**src/rtl/ab_seq_match_ctrl.sv**
```systemverilog
// Run controller for the A-then-B sequence detector.
// Counts matches up to a latched target, aborting after a cycle window.
module ab_seq_match_ctrl #(
    parameter int CNT_W = 8,
    parameter int TMO_W = 16
) (
    input  logic             clk,
    input  logic             rst,
    input  logic             start,
    input  logic [CNT_W-1:0] target,
    input  logic [TMO_W-1:0] timeout_lim,
    input  logic             A,
    input  logic             B,
    output logic             busy,
    output logic             match,
    output logic [CNT_W-1:0] match_cnt,
    output logic             done,
    output logic             timed_out,
    output logic [2:0]       state
);

    typedef enum logic [2:0] {
        S_IDLE  = 3'd0,
        S_ARM_A = 3'd1,
        S_ARM_B = 3'd2,
        S_HIT   = 3'd3,
        S_DONE  = 3'd4,
        S_TMO   = 3'd5
    } st_t;

    st_t              cur, nxt;
    logic [CNT_W-1:0] tgt_q;
    logic [TMO_W-1:0] lim_q;
    logic [TMO_W-1:0] timer;
    logic [CNT_W-1:0] cnt_inc;
    logic             armed;
    logic             accept;
    logic             count_en;
    logic             final_hit;
    logic             tmo_hit;

    assign armed     = (cur == S_ARM_A) || (cur == S_ARM_B) || (cur == S_HIT);
    assign accept    = (cur == S_IDLE) && start;
    assign count_en  = (cur == S_ARM_B) && B;
    assign cnt_inc   = match_cnt + CNT_W'(1);
    assign final_hit = count_en && (cnt_inc == tgt_q);
    assign tmo_hit   = armed && (lim_q != '0)
                       && ((timer + TMO_W'(1)) == lim_q);

    always_ff @(posedge clk) begin
        if (rst) begin
            cur <= S_IDLE;
        end else begin
            cur <= nxt;
        end
    end

    // A final match beats a simultaneous window expiry.
    always_comb begin
        nxt = cur;
        case (cur)
            S_IDLE:  if (start) nxt = S_ARM_A;
            S_ARM_A: if (A) nxt = S_ARM_B;
            S_ARM_B: begin
                if (!B)             nxt = S_ARM_A;
                else if (final_hit) nxt = S_DONE;
                else                nxt = S_HIT;
            end
            S_HIT:   if (!(A && B)) nxt = S_ARM_A;
            S_DONE:  nxt = S_IDLE;
            S_TMO:   nxt = S_IDLE;
            default: nxt = S_IDLE;
        endcase
        if (tmo_hit && !final_hit) nxt = S_TMO;
    end

    always_comb begin
        busy      = armed;
        done      = (cur == S_DONE);
        timed_out = (cur == S_TMO);
        state     = cur;
    end

    always_ff @(posedge clk) begin
        if (rst) begin
            tgt_q     <= '0;
            lim_q     <= '0;
            timer     <= '0;
            match_cnt <= '0;
            match     <= 1'b0;
        end else begin
            match <= count_en;
            if (accept) begin
                tgt_q     <= (target == '0) ? CNT_W'(1) : target;
                lim_q     <= timeout_lim;
                timer     <= '0;
                match_cnt <= '0;
            end else begin
                if (armed)    timer     <= timer + TMO_W'(1);
                if (count_en) match_cnt <= cnt_inc;
            end
        end
    end

endmodule

```
**config.mk**
```make
export PLATFORM = sky130hd
export DESIGN_NAME = ab_seq_match_ctrl
export DESIGN_NICKNAME = d
export VERILOG_FILES = /design/src/rtl/ab_seq_match_ctrl.sv
export SDC_FILE = /design/constraint.sdc
export NUM_CORES = 1
export LEC_CHECK = 0
export BUFFER_PORTS_ARGS = -buffer_cell sky130_fd_sc_hd__buf_2
export CAP_MARGIN = 20
export CORE_ASPECT_RATIO = 0.6
export CORE_MARGIN = 2
export CORE_UTILIZATION = 60
export CTS_BUF_LIST = sky130_fd_sc_hd__clkbuf_4 sky130_fd_sc_hd__clkbuf_8
export CTS_CLUSTER_DIAMETER = 120
export CTS_CLUSTER_SIZE = 30
export DETAILED_ROUTE_END_ITERATION = 16
export GPL_TIMING_DRIVEN = 0
export HOLD_SLACK_MARGIN = 0.06
export PLACE_DENSITY = 0.83
export SYNTH_ARGS = -nofsm -noshare
export SYNTH_HDL_FRONTEND = slang
export SYNTH_SLANG_ARGS = --single-unit
```
**constraint.sdc**
```tcl
create_clock -name clk -period 3.3 [get_ports clk]
set_input_delay 0 -clock clk [delete_from_list [all_inputs] [get_ports clk]]
set_output_delay 0 -clock clk [all_outputs]
set_load 0.005 [all_outputs]
```
# [Yosys cells after proc, flatten, opt, wreduce, memory -nomap -nowiden]
# Index checks and enable logic that the tools add are counted.
[word_totals] output_inout_bits=15 word_cells=47 register_bits=52
[classes] eq_ne=13 muxes=8 reduce_logical=17 addsub=2
[op_table] operator="3-bit 2-to-1 mux" n=6
[op_table] operator="16-bit by 1-bit adder with 16-bit output (second input constant)" n=1
[op_table] operator="16-bit equality test" n=1
[op_table] operator="16-bit nonzero test" n=1
[op_table] operator="3-bit case mux with 4 select lines" n=1
[op_table] operator="3-bit by 2-bit inequality test with 1-bit output (second input constant)" n=3
[op_table] operator="8-bit by 1-bit adder with 8-bit output (second input constant)" n=1
[op_table] operator="8-bit equality test" n=1
[op_table] operator="8-bit logical NOT" n=1
[op_table] operator="8-bit 2-to-1 mux" n=1
[op_table] operator="1-bit logical AND" n=7
[op_table] operator="3-bit by 2-bit equality test with 1-bit output (second input constant)" n=2
[op_table] operator="3-bit equality test (second input constant)" n=2
[op_table] operator="2-bit inequality test (second input constant)" n=3
[op_table] operator="3-bit AND reduction" n=2
[op_table] operator="2-bit OR reduction" n=2
[op_table] operator="3-bit by 1-bit equality test with 1-bit output (second input constant)" n=1
[op_table] operator="3-bit logical NOT" n=1
[op_table] operator="1-bit logical OR" n=2
[op_table] operator="1-bit logical NOT" n=1

# [Logic depth before layout (Yosys ltp)]
# Gate-level depths: netlist of the first run.
[depth] depth_word=8 mapped_depth=9 mapped_depth_nobuf=7

# [Worst setup path after synthesis of the first run]
# Ideal clock, no wire load.
[synth_path] path_kind="reg2reg" start="register timer[0]" end="register cur[1] (netlist: state[1])" stages_incl_launch_ff=8 path_buffers=0 arrival_ns=1.745 setup_time_ns=0.116 setup_slack_ns=1.438 cell_sequence="dfxtp_1 -> ha_1 -> and3_1 -> nand2_1 -> xnor2_1 -> nor4_4 -> nand4b_4 -> and4_1"
[synth_between] elab_chain_len=5
[synth_rtl] element="start, declared" line="34" text="logic [TMO_W-1:0] timer;"
[synth_rtl] element="start signal, assigned" line="99" text="if (armed) timer <= timer + TMO_W'(1);"
[synth_rtl] element="16-bit by 1-bit adder with 16-bit output" line="48" text="&& ((timer + TMO_W'(1)) == lim_q);"
[synth_rtl] element="16-bit equality test" line="48"
[synth_rtl] element="1-bit logical AND" line="48"
[synth_rtl] element="1-bit logical AND" line="74" text="if (tmo_hit && !final_hit) nxt = S_TMO;"
[synth_rtl] element="2-bit OR reduction (no source line)"
[synth_rtl] element="end signal, assigned" line="54" text="cur <= nxt;"
[synth_rtl] element="end, declared" line="31" text="st_t cur, nxt;"
# Every way passes these cells.
# A chain may end at the register's enable or synchronous reset.

# [Worst setup path in the final report of the first run]
# Ends and elaborated chain as after synthesis.

==> impl_metrics.prom, run 1 <==
# TYPE chip_impl_metric gauge
chip_impl_metric{name="synth_edf_count",unit=""} 0
chip_impl_metric{name="regToRegSetupSlack",unit="ns"} 1.06
chip_impl_metric{name="gp_congestion",unit=""} 0.929
chip_impl_metric{name="num_io_pins",unit=""} 44
chip_impl_metric{name="clkSlewWorstSetupHoldPaths",unit="ns"} 0.09
chip_impl_metric{name="post_synth_num_cell_types",unit=""} 50
chip_impl_info{name="busiest_layer",value="met1"} 1
chip_impl_metric{name="final_hold_viol_count",unit=""} 0
chip_impl_metric{name="drtAntennaViolNets",unit=""} 0
chip_impl_info{name="cp-start-kind",value="flip-flop"} 1
chip_impl_metric{name="cp_max_fo",unit=""} 7
chip_impl_metric{name="final_layout_size_suffix_gt1_frac",unit=""} 0.182
chip_impl_metric{name="port_buffers",unit=""} 43
chip_impl_metric{name="power_density",unit="mW/mm^2"} 408
chip_impl_metric{name="crit_required",unit="ns"} 3.51
chip_impl_metric{name="grtUsageMet3",unit=""} 0.0634
chip_impl_metric{name="met1_usage",unit=""} 0.450
chip_impl_metric{name="finalClockSkew",unit="ns"} 0.00740
chip_impl_metric{name="yosys_warnings",unit=""} 0
chip_impl_info{name="post-synth-top-area-cell",value="dfxtp_1"} 1
chip_impl_metric{name="yosys_register_bits",unit=""} 52
chip_impl_metric{name="setup_viol",unit=""} 0
chip_impl_metric{name="grt_antenna_before_repair",unit=""} 0
chip_impl_metric{name="p_leak",unit="nW"} 1.36
chip_impl_metric{name="finalNetCount",unit=""} 454
chip_impl_info{name="criticalPathCategory",value="flip-flop to flip-flop"} 1
chip_impl_metric{name="core",unit="mm^2"} 0.00456
chip_impl_info{name="worstReg2RegStart",value="timer[0]$_SDFFE_PP0N_"} 1
chip_impl_metric{name="ctsHtreeMaxLevel",unit=""} 2
chip_impl_metric{name="dieArea",unit="mm^2"} 0.00534
chip_impl_metric{name="report.power.total",unit="mW"} 1.43
chip_impl_metric{name="detail_route.vias_per_cell",unit=""} 5.70
chip_impl_metric{name="dp_hpwl",unit="um"} 5320
chip_impl_metric{name="cts_num_sinks",unit=""} 52
chip_impl_metric{name="drc_violations",unit=""} 0
chip_impl_metric{name="vias_in_the_first_global_route",unit=""} 2549
chip_impl_metric{name="dr_total_vias",unit=""} 2778
chip_impl_metric{name="maximum_number_of_pins_on_one_net_before_global_route_repair",unit=""} 16
chip_impl_metric{name="wl",unit="um"} 7490
chip_impl_metric{name="critPathArrivalTime",unit="ns"} 2.45
chip_impl_metric{name="placementRows",unit=""} 19
chip_impl_metric{name="antennaDiodeCount",unit=""} 0
chip_impl_metric{name="max_freq",unit="GHz"} 0.447
chip_impl_metric{name="seq_area_frac_synth",unit=""} 0.365
chip_impl_metric{name="period_minus_slack",unit="ns"} 2.24
chip_impl_info{name="hold_path.class",value="input pin to flip-flop"} 1
chip_impl_metric{name="peakVddDrop",unit="uV"} 377
chip_impl_metric{name="areaGrowthSynthToFinish",unit="%"} 22.5
chip_impl_metric{name="final.setup.tns",unit="ns"} 0
chip_impl_metric{name="worst_skew_pair.late_latency",unit="ns"} 0.31
chip_impl_metric{name="syn-num-nets",unit=""} 379
chip_impl_metric{name="max_cap_viols",unit=""} 0
chip_impl_metric{name="synth_largest_type_area_fraction",unit=""} 0.365
chip_impl_metric{name="first_iter_violations",unit=""} 270
chip_impl_metric{name="slew_violations",unit=""} 0
chip_impl_info{name="netlist_top_cells_area",value="dfxtp_1, xnor2_1, nand2_1, xor2_1, a21oi_1"} 1
chip_impl_metric{name="worst_margin_slew",unit="ns"} 0.748
chip_impl_metric{name="synth_async_sr_flop_share",unit=""} 0
chip_impl_metric{name="worstRegToRegCells",unit=""} 7
chip_impl_metric{name="grt_overflow",unit=""} 0
chip_impl_info{name="tritoncts_clock_tree",value="done"} 1
chip_impl_metric{name="finalCritPeriodShare",unit=""} 0.678
chip_impl_metric{name="timing.hold.worst_path_depth",unit=""} 4
chip_impl_info{name="end_kind",value="flip-flop"} 1
chip_impl_metric{name="firstDrtPassIters",unit=""} 5
chip_impl_info{name="root_buffer",value="clkbuf_8"} 1
chip_impl_metric{name="grt.total_usage",unit=""} 0.299
chip_impl_metric{name="max_transition_margin",unit=""} 0.498
chip_impl_info{name="yosys_most_used_dff",value="dfxtp_1"} 1
chip_impl_metric{name="use_met2",unit=""} 0.439
chip_impl_info{name="holdCritStartpoint",value="A"} 1
chip_impl_info{name="status",value="finished, final reports clean"} 1
chip_impl_info{name="hold-path-endpoint",value="state[1]$_SDFFE_PP0P_"} 1
chip_impl_metric{name="netlist_instances",unit=""} 348
chip_impl_info{name="regToRegEndpoint",value="state[1]$_SDFFE_PP0P_"} 1
chip_impl_metric{name="die_w",unit="um"} 93.0
chip_impl_metric{name="grt_pass1_wl",unit="um"} 12300
chip_impl_info{name="rsz_0062_raised_after_global_routing",value="no"} 1
chip_impl_metric{name="postSynthAreaPerCell",unit="um^2"} 8.20
chip_impl_metric{name="start_util",unit=""} 0.625
chip_impl_metric{name="cts.path.max_buffers",unit=""} 2
chip_impl_metric{name="number_of_cts_inserted_buffers",unit=""} 5
chip_impl_metric{name="detailed_route_wire_length_per_cell",unit="um"} 15.4
chip_impl_metric{name="synthesis.area",unit="mm^2"} 0.00285
chip_impl_metric{name="dieHeight",unit="um"} 57.4
[cells by family after synthesis]
family          share of synthesized area
simple gates                        0.282
compound gates                      0.125
xor+xnor                            0.160
flops                               0.365
buf+inv                            0.0487
mux                                0.0105
fa+ha+maj                         0.00877
[cell usage in the layout (no fill, tap or decap), types with 2 or more instances in the layout]
cell type | Yosys | final
inv_1 | 4 | 4
clkbuf_8 | 0 | 6
or3_1 | 5 | 5
mux2i_1 | 3 | 3
a22oi_1 | 2 | 2
buf_4 | 3 | 3
xor2_1 | 21 | 21
o22ai_1 | 2 | 2
ha_1 | 2 | 2
nand2_1 | 65 | 65
and2_1 | 2 | 2
o21a_1 | 2 | 2
nand3_1 | 9 | 9
nand3b_1 | 2 | 2
nor4_1 | 6 | 6
dfxtp_1 | 52 | 52
and4_1 | 4 | 4
and3_1 | 2 | 2
nor3_1 | 6 | 6
clkbuf_1 | 11 | 11
o21ai_0 | 6 | 6
dlygate4sd3_1 | 0 | 25
a21oi_1 | 33 | 33
a211oi_1 | 2 | 2
nand4_1 | 11 | 11
xnor2_1 | 31 | 31
nor2_1 | 30 | 30
buf_2 | 8 | 51
[registers in the layout (all words and copies together), names as in the netlist]
signal,count
state,3
tgt_q,8
timer,16
match,1
lim_q,16
match_cnt,8
[how the worst max path moves through the flow]
stage | from | to | slack (ns) | cells past startpoint
after floorplan | timer[0]$_SDFFE_PP0N_ | state[1]$_SDFFE_PP0P_ | 1.44 | 7
after global placement | timer[0]$_SDFFE_PP0N_ | state[1]$_SDFFE_PP0P_ | 1.17 | 7
after detailed placement | timer[0]$_SDFFE_PP0N_ | state[1]$_SDFFE_PP0P_ | 1.13 | 7
after CTS | timer[0]$_SDFFE_PP0N_ | state[1]$_SDFFE_PP0P_ | 1.12 | 7
after global routing | state[2]$_SDFFE_PP0P_ | timer[2]$_SDFFE_PP0N_ | 0.92 | 6
final | timer[0]$_SDFFE_PP0N_ | state[1]$_SDFFE_PP0P_ | 1.06 | 7
[per-stage QoR]
stage	setup WS (ns)	utilization	hold WS (ns)	area, um^2	instances
floorplan	1.44	-	0.136	2850	348
global placement	1.17	0.690	0.242	3150	454
detailed placement	1.13	0.690	0.246	3150	454
CTS	1.12	0.766	0.0902	3500	487
global route	0.922	0.766	0.0905	3500	487
finish	1.06	0.766	0.0943	3500	487
[cells in the mapped netlist, types with 2 or more instances]
cell type and instances:
or3_1 5, and4_1 4, inv_1 4, and3_1 2
nor2_1 30, buf_4 3, o21ai_0 6, dfxtp_1 52
nand3_1 9, a211oi_1 2, o21a_1 2, a21oi_1 33
buf_2 8, nor3_1 6, mux2i_1 3, xor2_1 21
xnor2_1 31, nand4_1 11, nand3b_1 2, nor4_1 6
ha_1 2, a22oi_1 2, and2_1 2, o22ai_1 2
clkbuf_1 11, nand2_1 65
[critical path, cell delays in order (launching register included)]
cell and delay, ns:
dfxtp_1 0.52, ha_1 0.40, nand3_1 0.20, nor2_1 0.16, xnor2_1 0.09, nor4_2 0.38, nand4b_4 0.15, and4_1 0.23
[final cells by class]
| cell class | count | area [um^2] |
|---|---|---|
| plain buffers | 23 | 115 |
| clock buffers | 7 | 90.1 |
| clock inverters | 1 | 7.51 |
| fillers | 322 | 1070 |
| inverters | 5 | 23.8 |
| multi-input cells | 268 | 1670 |
| flip-flops and latches | 52 | 1040 |
| well taps | 63 | 78.8 |
| repair buffers | 68 | 465 |
[repair_timing]
item / in CTS / in global routing
setup buffers: 0 / 0
gates resized for setup: 0 / 0
hold endpoints to repair: 25 / 0
hold buffers: 25 / 0
[where the power goes]
group / internal, mW / total, mW / switching [mW]
Sequential: 0.664 / 0.711 / 0.0473
Combinational: 0.146 / 0.324 / 0.178
Clock: 0.179 / 0.391 / 0.212
[metal layers]
layer  share of wire  wire [um]  up-vias
met5               0          0        -
met4           0.010         75        0
met3           0.096        723        8
met2            0.42       3130      137
met1            0.48       3560     1290
li1                -          -     1343
No activity file was read; power rests on OpenSTA's default activity.
==> run 2: changes to the inputs <==
--- a/config.mk
+++ b/config.mk
@@ -9,14 +9,14 @@
 export CAP_MARGIN = 20
 export CORE_ASPECT_RATIO = 0.6
 export CORE_MARGIN = 2
-export CORE_UTILIZATION = 60
+export CORE_UTILIZATION = 59
 export CTS_BUF_LIST = sky130_fd_sc_hd__clkbuf_4 sky130_fd_sc_hd__clkbuf_8
 export CTS_CLUSTER_DIAMETER = 120
 export CTS_CLUSTER_SIZE = 30
 export DETAILED_ROUTE_END_ITERATION = 16
 export GPL_TIMING_DRIVEN = 0
 export HOLD_SLACK_MARGIN = 0.06
-export PLACE_DENSITY = 0.83
+export PLACE_DENSITY = 0.81
 export SYNTH_ARGS = -nofsm -noshare
 export SYNTH_HDL_FRONTEND = slang
 export SYNTH_SLANG_ARGS = --single-unit
==> constraint.sdc (replaced) <==
create_clock -name clk -period 2.1 [get_ports clk]
set_input_delay 0 -clock clk [delete_from_list [all_inputs] [get_ports clk]]
set_output_delay 0 -clock clk [all_outputs]
set_load 0.005 [all_outputs]
==> run 2 against run 1 <==
Non-clock buffer count up 2. Final cell count up 0.41%. Sequential share of layout area down 0.16 points. Cell area up 1.0%. Fmax up 10%. Core utilization about the same. Critical path depth unchanged. Via count up 1.2%. Die area up 1.6%. Clock skew up 0.0016 ns. Largest cell class unchanged.
==> impl_metrics.prom, run 2 (synthesis gave the netlist of run 1 again) <==
# TYPE chip_impl_metric gauge
chip_impl_metric{name="finalClockSkew",unit="ns"} 0.00903
chip_impl_metric{name="max_cap_viols",unit=""} 0
chip_impl_metric{name="dieArea",unit="mm^2"} 0.00543
chip_impl_metric{name="cpPeakStageDelay",unit="ns"} 0.50
chip_impl_info{name="leading_cell_types_in_the_layout_fill_and_taps_excluded",value="nand2_1, buf_2, dfxtp_1"} 1
chip_impl_info{name="rsz_0062_raised_after_global_routing",value="yes"} 1
chip_impl_info{name="largest_regs",value="lim_q: 16 flops, timer: 16 flops"} 1
chip_impl_metric{name="part_of_the_total_power_dissipated_in_the_clock_network",unit=""} 0.275
chip_impl_metric{name="dr_total_vias",unit=""} 2812
chip_impl_metric{name="dieHeight",unit="um"} 57.9
chip_impl_metric{name="detail_route.vias_per_cell",unit=""} 5.75
chip_impl_metric{name="max_transition_margin",unit=""} 0.534
chip_impl_info{name="critical_path.startpoint",value="timer[10]$_SDFFE_PP0N_"} 1
chip_impl_metric{name="placementRows",unit=""} 19
chip_impl_metric{name="power.switching",unit="uW"} 703
chip_impl_metric{name="slew_violations",unit=""} 0
chip_impl_info{name="crit_top_cell",value="and4_1"} 1
chip_impl_metric{name="first_iter_violations",unit=""} 225
chip_impl_metric{name="number_of_cts_inserted_buffers",unit=""} 5
chip_impl_metric{name="areaGrowthSynthToFinish",unit="%"} 23.8
chip_impl_metric{name="critPathArrivalTime",unit="ns"} 2.24
chip_impl_metric{name="cts_num_sinks",unit=""} 52
chip_impl_info{name="status",value="finished, final reports clean"} 1
chip_impl_metric{name="worst_margin_slew",unit="ns"} 0.695
chip_impl_info{name="cp-start-kind",value="flip-flop"} 1
chip_impl_metric{name="port_buffers",unit=""} 43
chip_impl_metric{name="detailed_route_wire_length_per_cell",unit="um"} 15.5
chip_impl_metric{name="drtAntennaViolNets",unit=""} 0
chip_impl_metric{name="gp_congestion",unit=""} 0.898
chip_impl_metric{name="period_minus_slack",unit="ns"} 2.03
chip_impl_metric{name="ctsHtreeMaxLevel",unit=""} 2
chip_impl_metric{name="maximum_number_of_pins_on_one_net_before_global_route_repair",unit=""} 16
chip_impl_metric{name="final.hold.worst_slack",unit="ns"} 0.109
chip_impl_info{name="end_kind",value="flip-flop"} 1
chip_impl_metric{name="drc_violations",unit=""} 0
chip_impl_metric{name="finalNetCount",unit=""} 456
chip_impl_metric{name="start_util",unit=""} 0.619
chip_impl_metric{name="final_layout_size_suffix_gt1_frac",unit=""} 0.202
chip_impl_info{name="cell_type_group_with_the_largest_total_delay_on_the_critical_path",value="simple AND/OR/NAND/NOR gates"} 1
chip_impl_metric{name="share_comb_of_total_power",unit=""} 0.231
chip_impl_metric{name="core",unit="mm^2"} 0.00461
chip_impl_info{name="root_buffer",value="clkbuf_8"} 1
chip_impl_metric{name="grt_overflow",unit=""} 0
chip_impl_metric{name="dp_hpwl",unit="um"} 5220
chip_impl_metric{name="die_w",unit="um"} 93.8
chip_impl_metric{name="clkSlewWorstSetupHoldPaths",unit="ns"} 0.10
chip_impl_metric{name="cp_max_fo",unit=""} 6
chip_impl_info{name="slowest_stage",value="dfxtp_1"} 1
chip_impl_info{name="holdCritStartpoint",value="A"} 1
chip_impl_metric{name="max_freq",unit="GHz"} 0.492
chip_impl_metric{name="p_sw_frac",unit=""} 0.309
chip_impl_metric{name="final_hold_viol_count",unit=""} 0
chip_impl_info{name="criticalPathCategory",value="flip-flop to flip-flop"} 1
chip_impl_metric{name="antennaDiodeCount",unit=""} 0
chip_impl_metric{name="worst_skew_pair.late_latency",unit="ns"} 0.31
chip_impl_info{name="hold_path.class",value="input pin to flip-flop"} 1
chip_impl_info{name="tritoncts_clock_tree",value="done"} 1
chip_impl_metric{name="seq_power_share",unit=""} 0.494
chip_impl_metric{name="cts.path.max_buffers",unit=""} 2
chip_impl_metric{name="grt_pass1_wl",unit="um"} 12300
chip_impl_metric{name="peakVddDrop",unit="uV"} 436
chip_impl_metric{name="firstDrtPassIters",unit=""} 5
chip_impl_metric{name="path_buf_inv",unit=""} 1
chip_impl_info{name="worstReg2RegStart",value="timer[10]$_SDFFE_PP0N_"} 1
chip_impl_info{name="most_common_library_cell_in_the_layout_ignoring_fill_and_taps",value="nand2_1"} 1
chip_impl_metric{name="internal-power",unit="mW"} 1.57
chip_impl_metric{name="p_leak",unit="nW"} 1.38
chip_impl_metric{name="setup_viol",unit=""} 0
chip_impl_metric{name="num_io_pins",unit=""} 44
chip_impl_metric{name="grt_antenna_before_repair",unit=""} 0
chip_impl_metric{name="finalCritPeriodShare",unit=""} 0.968
chip_impl_metric{name="grt.total_usage",unit=""} 0.290
chip_impl_metric{name="power_density",unit="mW/mm^2"} 644
chip_impl_metric{name="vias_in_the_first_global_route",unit=""} 2538
chip_impl_info{name="critical_path.cell_chain",value="and4_1 > buf_4 > nand4_4 > a2111oi_4 > o22ai_1 > nand4b_4 > and4_1"} 1
chip_impl_metric{name="report.power.total",unit="mW"} 2.27
chip_impl_metric{name="wl",unit="um"} 7590
chip_impl_metric{name="crit_required",unit="ns"} 2.31
==> run 2: worst paths after layout <==
check	endpoint	slack (ns)	cells after the start
worst max register to register	state[1]$_SDFFE_PP0P_	0.07	7
worst min-delay path	state[1]$_SDFFE_PP0P_	0.11	4
worst max-delay path	state[1]$_SDFFE_PP0P_	0.07	7
worst min register to register	tgt_q[7]$_SDFFE_PP0P_	0.49	2
==> run 2: per-layer routing <==
| metal | global-route usage | wire length (um) | vias up | part of all wire |
|---|---|---|---|---|
| li1 | - | - | 1351 | - |
| met2 | 0.421 | 3120 | 146 | 0.41 |
| met5 | 0 | 0 | - | 0 |
| met4 | 0.0559 | 101 | 0 | 0.013 |
| met1 | 0.448 | 3610 | 1299 | 0.48 |
| met3 | 0.0624 | 748 | 16 | 0.099 |
==> run 2: layout make-up <==
class / count / area, um^2
Buffer: 22 / 111
Fill cell: 336 / 1080
Multi-Input combinational cell: 268 / 1690
Inverter: 5 / 23.8
Sequential cell: 52 / 1050
Timing Repair Buffer: 71 / 488
Clock inverter: 1 / 7.51
Tap cell: 63 / 78.8
Clock buffer: 7 / 90.1
==> run 2: metrics by stage <==
stage          cell area [um^2]  instances  worst slack (ns)   util  setup TNS, ns
4_1_cts                    3500        486            0.0192  0.760              0
2_1_floorplan              2850        348             0.238      -              0
3_5_place_dp               3150        454           -0.0614  0.683         -0.894
6_report                   3530        489            0.0667  0.766              0
3_3_place_gp               3150        454          -0.00264  0.683       -0.00718
5_1_grt                    3530        489           -0.0289  0.766        -0.0327
==> run 2: tightest hold or removal path, stage by stage <==
cell and delay, ns:
buf_2 0.08, nand2_1 0.06, o21ai_0 0.07, and4_1 0.18
==> run 2: timing repair <==
item,4_1_cts,5_1_grt
setup endpoints to repair,22,22
pin swaps,0,1
gates resized for setup,2,5
buffers inserted,0,3
endpoints found under the hold margin,25,0
hold buffers,25,0
==> run 2: power groups by stage <==
stage	sequential, mW	combinational (mW)	clock (mW)
finish	1.12	0.526	0.626
global route	1.13	0.573	0.673
CTS	1.11	0.496	0.627
detailed placement	1.14	0.456	0
global placement	1.13	0.442	0
floorplan	1.11	0.343	0
